==> src/rtl/tetris_pkg.sv <==
// Shared Tetris board geometry, piece codes, colour palette and
// board-scan FSM states.
package tetris_pkg;

    localparam int BOARD_COLS   = 10;
    localparam int BOARD_ROWS   = 20;
    localparam int BOARD_CELL_W = 64;
    localparam int BOARD_CELL_H = 24;
    localparam int PIECE_CODE_W = 3;

    typedef enum logic [PIECE_CODE_W-1:0] {
        EMPTY   = 3'd0,
        PIECE_I = 3'd1,
        PIECE_O = 3'd2,
        PIECE_T = 3'd3,
        PIECE_S = 3'd4,
        PIECE_Z = 3'd5,
        PIECE_J = 3'd6,
        PIECE_L = 3'd7
    } piece_e;

    typedef enum logic [2:0] {
        ST_IDLE,
        ST_FETCH,
        ST_WAIT,
        ST_ISSUE,
        ST_DRAW,
        ST_FIN
    } scan_state_e;

    // Colours are RRR_GGG_BBB.
    function automatic logic [8:0] palette(input piece_e code);
        case (code)
            EMPTY:   palette = 9'b000_000_000;
            PIECE_I: palette = 9'b000_111_111;
            PIECE_O: palette = 9'b111_111_000;
            PIECE_T: palette = 9'b101_000_111;
            PIECE_S: palette = 9'b000_111_000;
            PIECE_Z: palette = 9'b111_000_000;
            PIECE_J: palette = 9'b000_000_111;
            PIECE_L: palette = 9'b111_100_000;
            default: palette = 9'b000_000_000;
        endcase
    endfunction

endpackage

==> src/rtl/cell_palette.sv <==
// Combinational piece-code to 9-bit colour lookup, shared by the board
// scanner and the next-piece preview.
module cell_palette
    import tetris_pkg::*;
#(
    parameter int CODE_W = PIECE_CODE_W
) (
    input  logic [CODE_W-1:0] i_code,
    output logic [8:0]        o_color
);

    assign o_color = palette(piece_e'(i_code));

endmodule

==> src/rtl/board_scan_render.sv <==
// Walks the board row by row, reads each cell code, and issues one
// box-draw command per cell, waiting for the drawer's done pulse.
module board_scan_render
    import tetris_pkg::*;
#(
    parameter int COLS   = BOARD_COLS,
    parameter int ROWS   = BOARD_ROWS,
    parameter int CELL_W = BOARD_CELL_W,
    parameter int CELL_H = BOARD_CELL_H,
    parameter int CODE_W = PIECE_CODE_W,
    parameter int ADDR_W = 8
) (
    input  logic              CLOCK_50,
    input  logic              resetn,
    input  logic              frame_req,
    output logic [ADDR_W-1:0] cell_addr,
    input  logic [CODE_W-1:0] cell_code,
    output logic              box_start,
    output logic [9:0]        box_x0,
    output logic [8:0]        box_y0,
    output logic [8:0]        box_color,
    input  logic              box_done,
    output logic              busy,
    output logic              frame_done
);

    localparam int COL_W = $clog2(COLS);
    localparam int ROW_W = $clog2(ROWS);

    scan_state_e       r_state;
    logic [COL_W-1:0]  r_col;
    logic [ROW_W-1:0]  r_row;
    logic              r_pending;
    logic [ADDR_W-1:0] r_cell_addr;
    logic              r_box_start;
    logic [9:0]        r_box_x0;
    logic [8:0]        r_box_y0;
    logic [8:0]        r_box_color;
    logic              r_busy;
    logic              r_frame_done;

    logic [8:0]        w_color;
    logic              w_last_col;
    logic              w_last_cell;

    cell_palette #(
        .CODE_W (CODE_W)
    ) u_palette (
        .i_code  (cell_code),
        .o_color (w_color)
    );

    assign w_last_col  = (r_col == COL_W'(COLS - 1));
    assign w_last_cell = w_last_col && (r_row == ROW_W'(ROWS - 1));

    always_ff @(posedge CLOCK_50 or negedge resetn) begin
        if (!resetn) begin
            r_state      <= ST_IDLE;
            r_col        <= '0;
            r_row        <= '0;
            r_pending    <= 1'b0;
            r_cell_addr  <= '0;
            r_box_start  <= 1'b0;
            r_box_x0     <= '0;
            r_box_y0     <= '0;
            r_box_color  <= '0;
            r_busy       <= 1'b0;
            r_frame_done <= 1'b0;
        end else begin
            r_box_start  <= 1'b0;
            r_frame_done <= 1'b0;

            // Requests arriving while a frame is in flight coalesce into one.
            if (frame_req && (r_state != ST_IDLE)) begin
                r_pending <= 1'b1;
            end

            case (r_state)
                ST_IDLE: begin
                    if (frame_req || r_pending) begin
                        r_pending <= 1'b0;
                        r_row     <= '0;
                        r_col     <= '0;
                        r_busy    <= 1'b1;
                        r_state   <= ST_FETCH;
                    end
                end
                ST_FETCH: begin
                    r_cell_addr <= ADDR_W'(r_row) * ADDR_W'(COLS) + ADDR_W'(r_col);
                    r_state     <= ST_WAIT;
                end
                ST_WAIT: begin
                    r_box_color <= w_color;
                    r_box_x0    <= 10'(r_col) * 10'(CELL_W);
                    r_box_y0    <= 9'(r_row) * 9'(CELL_H);
                    r_state     <= ST_ISSUE;
                end
                ST_ISSUE: begin
                    r_box_start <= 1'b1;
                    r_state     <= ST_DRAW;
                end
                ST_DRAW: begin
                    // Box coordinates/colour are only written in WAIT, so they
                    // hold for the drawer however long it takes.
                    if (box_done) begin
                        if (w_last_cell) begin
                            r_col   <= '0;
                            r_row   <= '0;
                            r_state <= ST_FIN;
                        end else begin
                            if (w_last_col) begin
                                r_col <= '0;
                                r_row <= r_row + ROW_W'(1);
                            end else begin
                                r_col <= r_col + COL_W'(1);
                            end
                            r_state <= ST_FETCH;
                        end
                    end
                end
                ST_FIN: begin
                    r_frame_done <= 1'b1;
                    r_busy       <= 1'b0;
                    r_state      <= ST_IDLE;
                end
                default: r_state <= ST_IDLE;
            endcase
        end
    end

    assign cell_addr  = r_cell_addr;
    assign box_start  = r_box_start;
    assign box_x0     = r_box_x0;
    assign box_y0     = r_box_y0;
    assign box_color  = r_box_color;
    assign busy       = r_busy;
    assign frame_done = r_frame_done;

endmodule

==> config.mk <==
export PLATFORM = sky130hd
export DESIGN_NAME = board_scan_render
export DESIGN_NICKNAME = d
export VERILOG_FILES = /design/src/rtl/tetris_pkg.sv /design/src/rtl/cell_palette.sv /design/src/rtl/board_scan_render.sv
export SDC_FILE = /design/constraint.sdc
export NUM_CORES = 1
export LEC_CHECK = 0
export BUFFER_PORTS_ARGS = -buffer_cell sky130_fd_sc_hd__buf_4
export CORE_MARGIN = 3
export CORE_UTILIZATION = 50
export CTS_BUF_LIST = sky130_fd_sc_hd__clkbuf_16
export CTS_CLUSTER_SIZE = 8
export DETAILED_ROUTE_END_ITERATION = 6
export PLACE_DENSITY = 0.79
export SLEW_MARGIN = 20
export SYNTH_ARGS = -nofsm -noshare
export SYNTH_HDL_FRONTEND = slang
export SYNTH_SLANG_ARGS = --single-unit
==> constraint.sdc <==
create_clock -name CLOCK_50 -period 2.4 [get_ports CLOCK_50]
set_input_delay 0.48 -clock CLOCK_50 [delete_from_list [all_inputs] [get_ports CLOCK_50]]
set_output_delay 0.48 -clock CLOCK_50 [all_outputs]
set_load 0.05 [all_outputs]
Word-level counts from Yosys, hierarchy flattened
Memories as Yosys holds them, arrays and structs flattened. A register that Yosys moved wholly into a read port is not among the register bits.
Cells that the tools add are included.
- bits in registers: 34
- bits in latches: 0
- bits in writable memories: 0
- ROM bits: 72
- input bits: 7
- output and inout bits: 39
- word-level logic and storage cells: 59
- memories kept: 1
- memories (memory ; depth ; width ; rd ports ; clocked after memory_dff ; wr ports ; RTL line ; RTL):
    (name not given) ; 8 ; 9 ; 1 ; 1 ; 0 ; tetris_pkg.sv:33 ; case (code)
- add/subtract/negate cells: 3
- multipliers: 2
- divide/modulo/power cells: 0
- order comparisons: 0
- equal/unequal tests: 10
- shift operators: 0
- multiplexer cells: 21
- bitwise gates (word level): 0
- reduce and logical (&&, ||, !) cells: 12
- operators by type and width (kind ; number):
    5-bit two-way mux ; 4
    4-bit two-way mux ; 4
    3-bit one-hot mux with 5 select lines ; 1
    5-bit one-hot mux with 2 select lines ; 1
    3-bit two-way mux ; 3
    8-bit by 4-bit adder with 8-bit output ; 1
    4-bit one-hot mux with 2 select lines ; 1
    5-bit by 3-bit multiplier with 7-bit output, second input constant ; 1
    3-bit by 2-bit equality test with 1-bit output, second input constant ; 2
    3-bit equality test, second input constant ; 2
    5-bit by 2-bit multiplier with 6-bit output, second input constant ; 1
    1-bit two-way mux ; 6
    5-bit by 1-bit adder with 5-bit output, second input constant ; 1
    5-bit equality test, second input constant ; 1
    4-bit by 1-bit adder with 4-bit output, second input constant ; 1
    4-bit equality test, second input constant ; 1
    2-bit != test, second input constant ; 2
    2-bit AND reduction ; 2
    4-bit AND reduction ; 1
    2-bit nonzero test ; 2
    3-bit by 1-bit equality test with 1-bit output, second input constant ; 1
    3-bit zero test ; 1
    3-bit != test, second input constant ; 1
    3-bit AND reduction ; 1
    5 further kinds ; 6

Logic depth before layout (Yosys ltp)
- depth after elaboration: 5
- gate-level depth with buffers: 7
- gate-level depth less buffers: 7

Hierarchy
From an unflattened synthesis, not the netlist that was laid out.
- cell total of the unflattened synthesis: 252
- area, all modules: 2418.6 µm²
- by module, submodules not included (module ; times used ; cells each ; area an instance (µm²) ; sequential area each (µm²)):
    board_scan_render ; 1 ; 239 ; 2302.2 ; 1076.0
    cell_palette ; 1 ; 13 ; 116.4 ; 0.0

Worst setup path before layout
OpenSTA, ideal clock, no wires.
- path type: reg2reg
- start: reg r_row[1]
- end: reg r_cell_addr[7] (netlist: cell_addr[7])
- setup time: 125 ps
- arrival: 2049 ps
- data required time: 2275 ps
- slack: 226 ps
- cell stages (with the launch flop): 8
- path buffers: 0
- period minus slack after synthesis: 2174 ps
- path through: dfrtp_1 > ha_1 > ha_1 > fa_1 > xor2_1 > nand4b_1 > xnor3_1 > mux2_2
- word-level cells in the longest chain between the ends: 2
- ends and longest elaborated chain (item ; RTL line ; RTL):
    start, declared ; board_scan_render.sv:32 ; logic [ROW_W-1:0] r_row;
    start signal, assigned ; board_scan_render.sv:113 ; r_row <= r_row + ROW_W'(1);
    5-bit by 3-bit multiplier with 7-bit output ; board_scan_render.sv:89 ; r_cell_addr <= ADDR_W'(r_row) * ADDR_W'(COLS) + ADDR_W'(r_col);
    8-bit by 4-bit adder with 8-bit output ; board_scan_render.sv:89 ;
    end signal, assigned ; board_scan_render.sv:89 ;
    end, declared ; board_scan_render.sv:34 ; logic [ADDR_W-1:0] r_cell_addr;
No other way between the ends.
A chain may end at the register's enable or synchronous reset.

Worst setup path in the final report
- start: reg r_row[3]
- end: reg r_cell_addr[7] (netlist: cell_addr[7])
Same word-level chain as after synthesis.

==> results.ini <==
[placement]
gp_congestion = 0.794
dp_hpwl_mm = 3.16
place.port_buffers = 36
post-place-ws_ps = 108

[sta]
fin_hold_ws_ps = 166
slew_headroom_pct = 46.8
post-route-period-util_pct = 96.0
fin_skew_ps = 3.36
min_period_ps = 2300
hold_viol = 0
worst_pin_slew_ps = 797
finalMaxSlewViolations = 0
setup_violations = 0
worst_slack_ps = 96.3
timing.setup.tns_ps = 0
max_freq_mhz = 434

[route]
ant_nets = 0
drcViolationCount = 0
wl_per_cell_um = 14.1
via_per_inst = 5.42
dr.pass1.iters = 4
num_vias = 1681
drtIter0Drc = 131
wl_mm = 4.38

[synth]
yosysSeqAreaShare_pct = 43.2
synth_edf_count = 0
synth-seq-cells = 39
synth-async-reset-ratio_pct = 100
synth-main-ff-cell = dfrtp_1
syn_area_sq_um = 2260
synth.avg_cell_area_sq_um = 9.86
synth_cell_types = 47
synthCells = 229
ys_warn_count = 0

[floorplanning]
core_sq_um = 4170
rows = 23
die_area_sq_um = 5360
initial_core_util_pct = 54.1
die_w_um = 73.2
die_h_um = 73.2
ios = 46

[worst_setup_path]
end_kind = register
path_common_cell = ha_1
crit_required_ps = 2560
cp_num_buf_inv = 0
worst_path_dominant_cell_family = adder cells
path_cells = ha_1 -> ha_1 -> fa_1 -> xor2_2 -> nand4b_1 -> xnor3_1 -> mux2_2
cp_max_fo = 5
start_kind = register
worst_path_max_delay_cell = dfrtp_1
cpPeakStageDelay_ps = 430
crit_type = reg2reg
crit_arrival_ps = 2470

[cts]
post_cts_buffers = 0
cts_buffers = 5
clockBufferDepth = 2
clock_latency_ps = 280
cts_htree_levels = 2
cts.clk_slew.worst_paths_ps = 60
cts_tree = done
ctsRootBufferMaster = clkbuf_16
cts_hold_buffers = 0
ctsResizeCount = 0
clock_sinks = 39

[power_and_ir_drop]
power.internal_uw = 1520
p_switching_uw = 1200
p_per_area_nw_per_um2 = 1030
finalPower_uw = 2710
power_switching_share_pct = 44.1
power_leakage_uw = 0.00137
peakVddDrop_mv = 0.719
p_seq_share_pct = 34.4
p_comb_share_pct = 43.0
clockPowerShare_pct = 22.6

[status]
outcome = finished, final reports clean

[final_layout]
fillers = 349
diodes = 0
layout_common_cells = dfrtp_1, buf_4, nand2_1
syn_to_final_growth_pct = 16.6
drive_above_1_share_pct = 20.4
nNetsFinal = 287

[grt]
overflow = 0
antenna_found_initial = 0
track_usage_pct = 17.8
grt_max_degree = 40
grt_pass1_wl_mm = 7.36
grt_pass1_vias = 1634

[min_path]
hold_class = in2async

[run]
max-cap-violations = 0

-- sequential cells by signal, summed over array words and instances, names as in the netlist --
register and flops:
cell_addr 8, box_y0 6, box_color 5, r_row 5, box_x0 4, r_col 4
r_state 3, box_start 1, busy 1, frame_done 1, r_pending 1
-- final timing paths --
kind                                     startpoint                        to  slack, ps  depth (start not counted)
setup / recovery               r_row[3]$_DFFE_PN0P_  cell_addr[7]$_DFFE_PN0P_        100                          7
hold / removal                               resetn  cell_addr[0]$_DFFE_PN0P_        170                          1
setup reg to reg               r_row[3]$_DFFE_PN0P_  cell_addr[7]$_DFFE_PN0P_        100                          7
hold reg to reg            cell_addr[2]$_DFFE_PN0P_  cell_addr[2]$_DFFE_PN0P_        480                          2
max in group asynchronous                    resetn     box_y0[5]$_DFFE_PN0P_       1880                          1
min in group CLOCK_50      cell_addr[2]$_DFFE_PN0P_  cell_addr[2]$_DFFE_PN0P_        480                          2
-- worst reg2reg max path: cells and delay by family, from the launching register on --
kind	cells	cell delay, ps
simple gates	1	130
mux	1	270
xor+xnor	2	390
fa+ha+maj	3	950
flops	1	430
-- layout make-up --
| cell class | count | area [sq um] | area share (%) |
|---|---|---|---|
| clock inverters | 3 | 11.3 | 0.428 |
| multi-input cells | 163 | 1120 | 42.7 |
| flip-flops and latches | 39 | 976 | 37.1 |
| clock buffers | 5 | 125 | 4.75 |
| repair buffers | 39 | 293 | 11.1 |
| well taps | 50 | 62.6 | 2.38 |
| inverters | 11 | 41.3 | 1.57 |
-- synth_stat cells (all sizes together), types with 5 or more instances --
cell type,instances,area (sq um)
a21oi,7,35.0
buf,18,130
clkbuf,6,23.8
dfrtp,39,976
ha,18,225
inv,11,41.3
mux2,5,56.3
nand2,31,116
nand3,8,40.0
nor2,7,26.3
o21ai,25,129
-- cells by family after synthesis --
group / after synthesis / share of synthesized area [%]
and+or+nand+nor: 68 / 14.6
AOI/OAI and AO/OA: 47 / 12.4
DFF: 39 / 43.2
buffers and inverters: 35 / 8.64
adders and majority gates: 21 / 12.6
xor gates and xnor gates: 9 / 4.10
muxes: 9 / 4.27
other: 1 / 0.166
-- per-layer routing --
| metal | share of wire [%] | track usage [%] |
|---|---|---|
| met4 | 1.5 | 7.17 |
| met5 | 0 | 0 |
| met2 | 52 | 30.1 |
| met3 | 4.9 | 4.68 |
| met1 | 42 | 21.5 |
-- per-stage QoR --
step	utilization (%)	std cells	cell area [sq um]
3_3_place_gp	59.7	302	2490
2_1_floorplan	-	237	2290
5_1_grt	63.1	310	2630
4_1_cts	62.9	310	2630
6_report	63.1	310	2630
3_5_place_dp	59.7	302	2490
-- power groups by stage --
stage	clock, uW	combinational [uW]	sequential (uW)
finish	614	1170	934
global route	655	1260	959
CTS	628	1170	937
detailed placement	0	1170	947
global placement	0	1150	940
floorplan	0	660	1200
(Power assumes the default switching activity.)
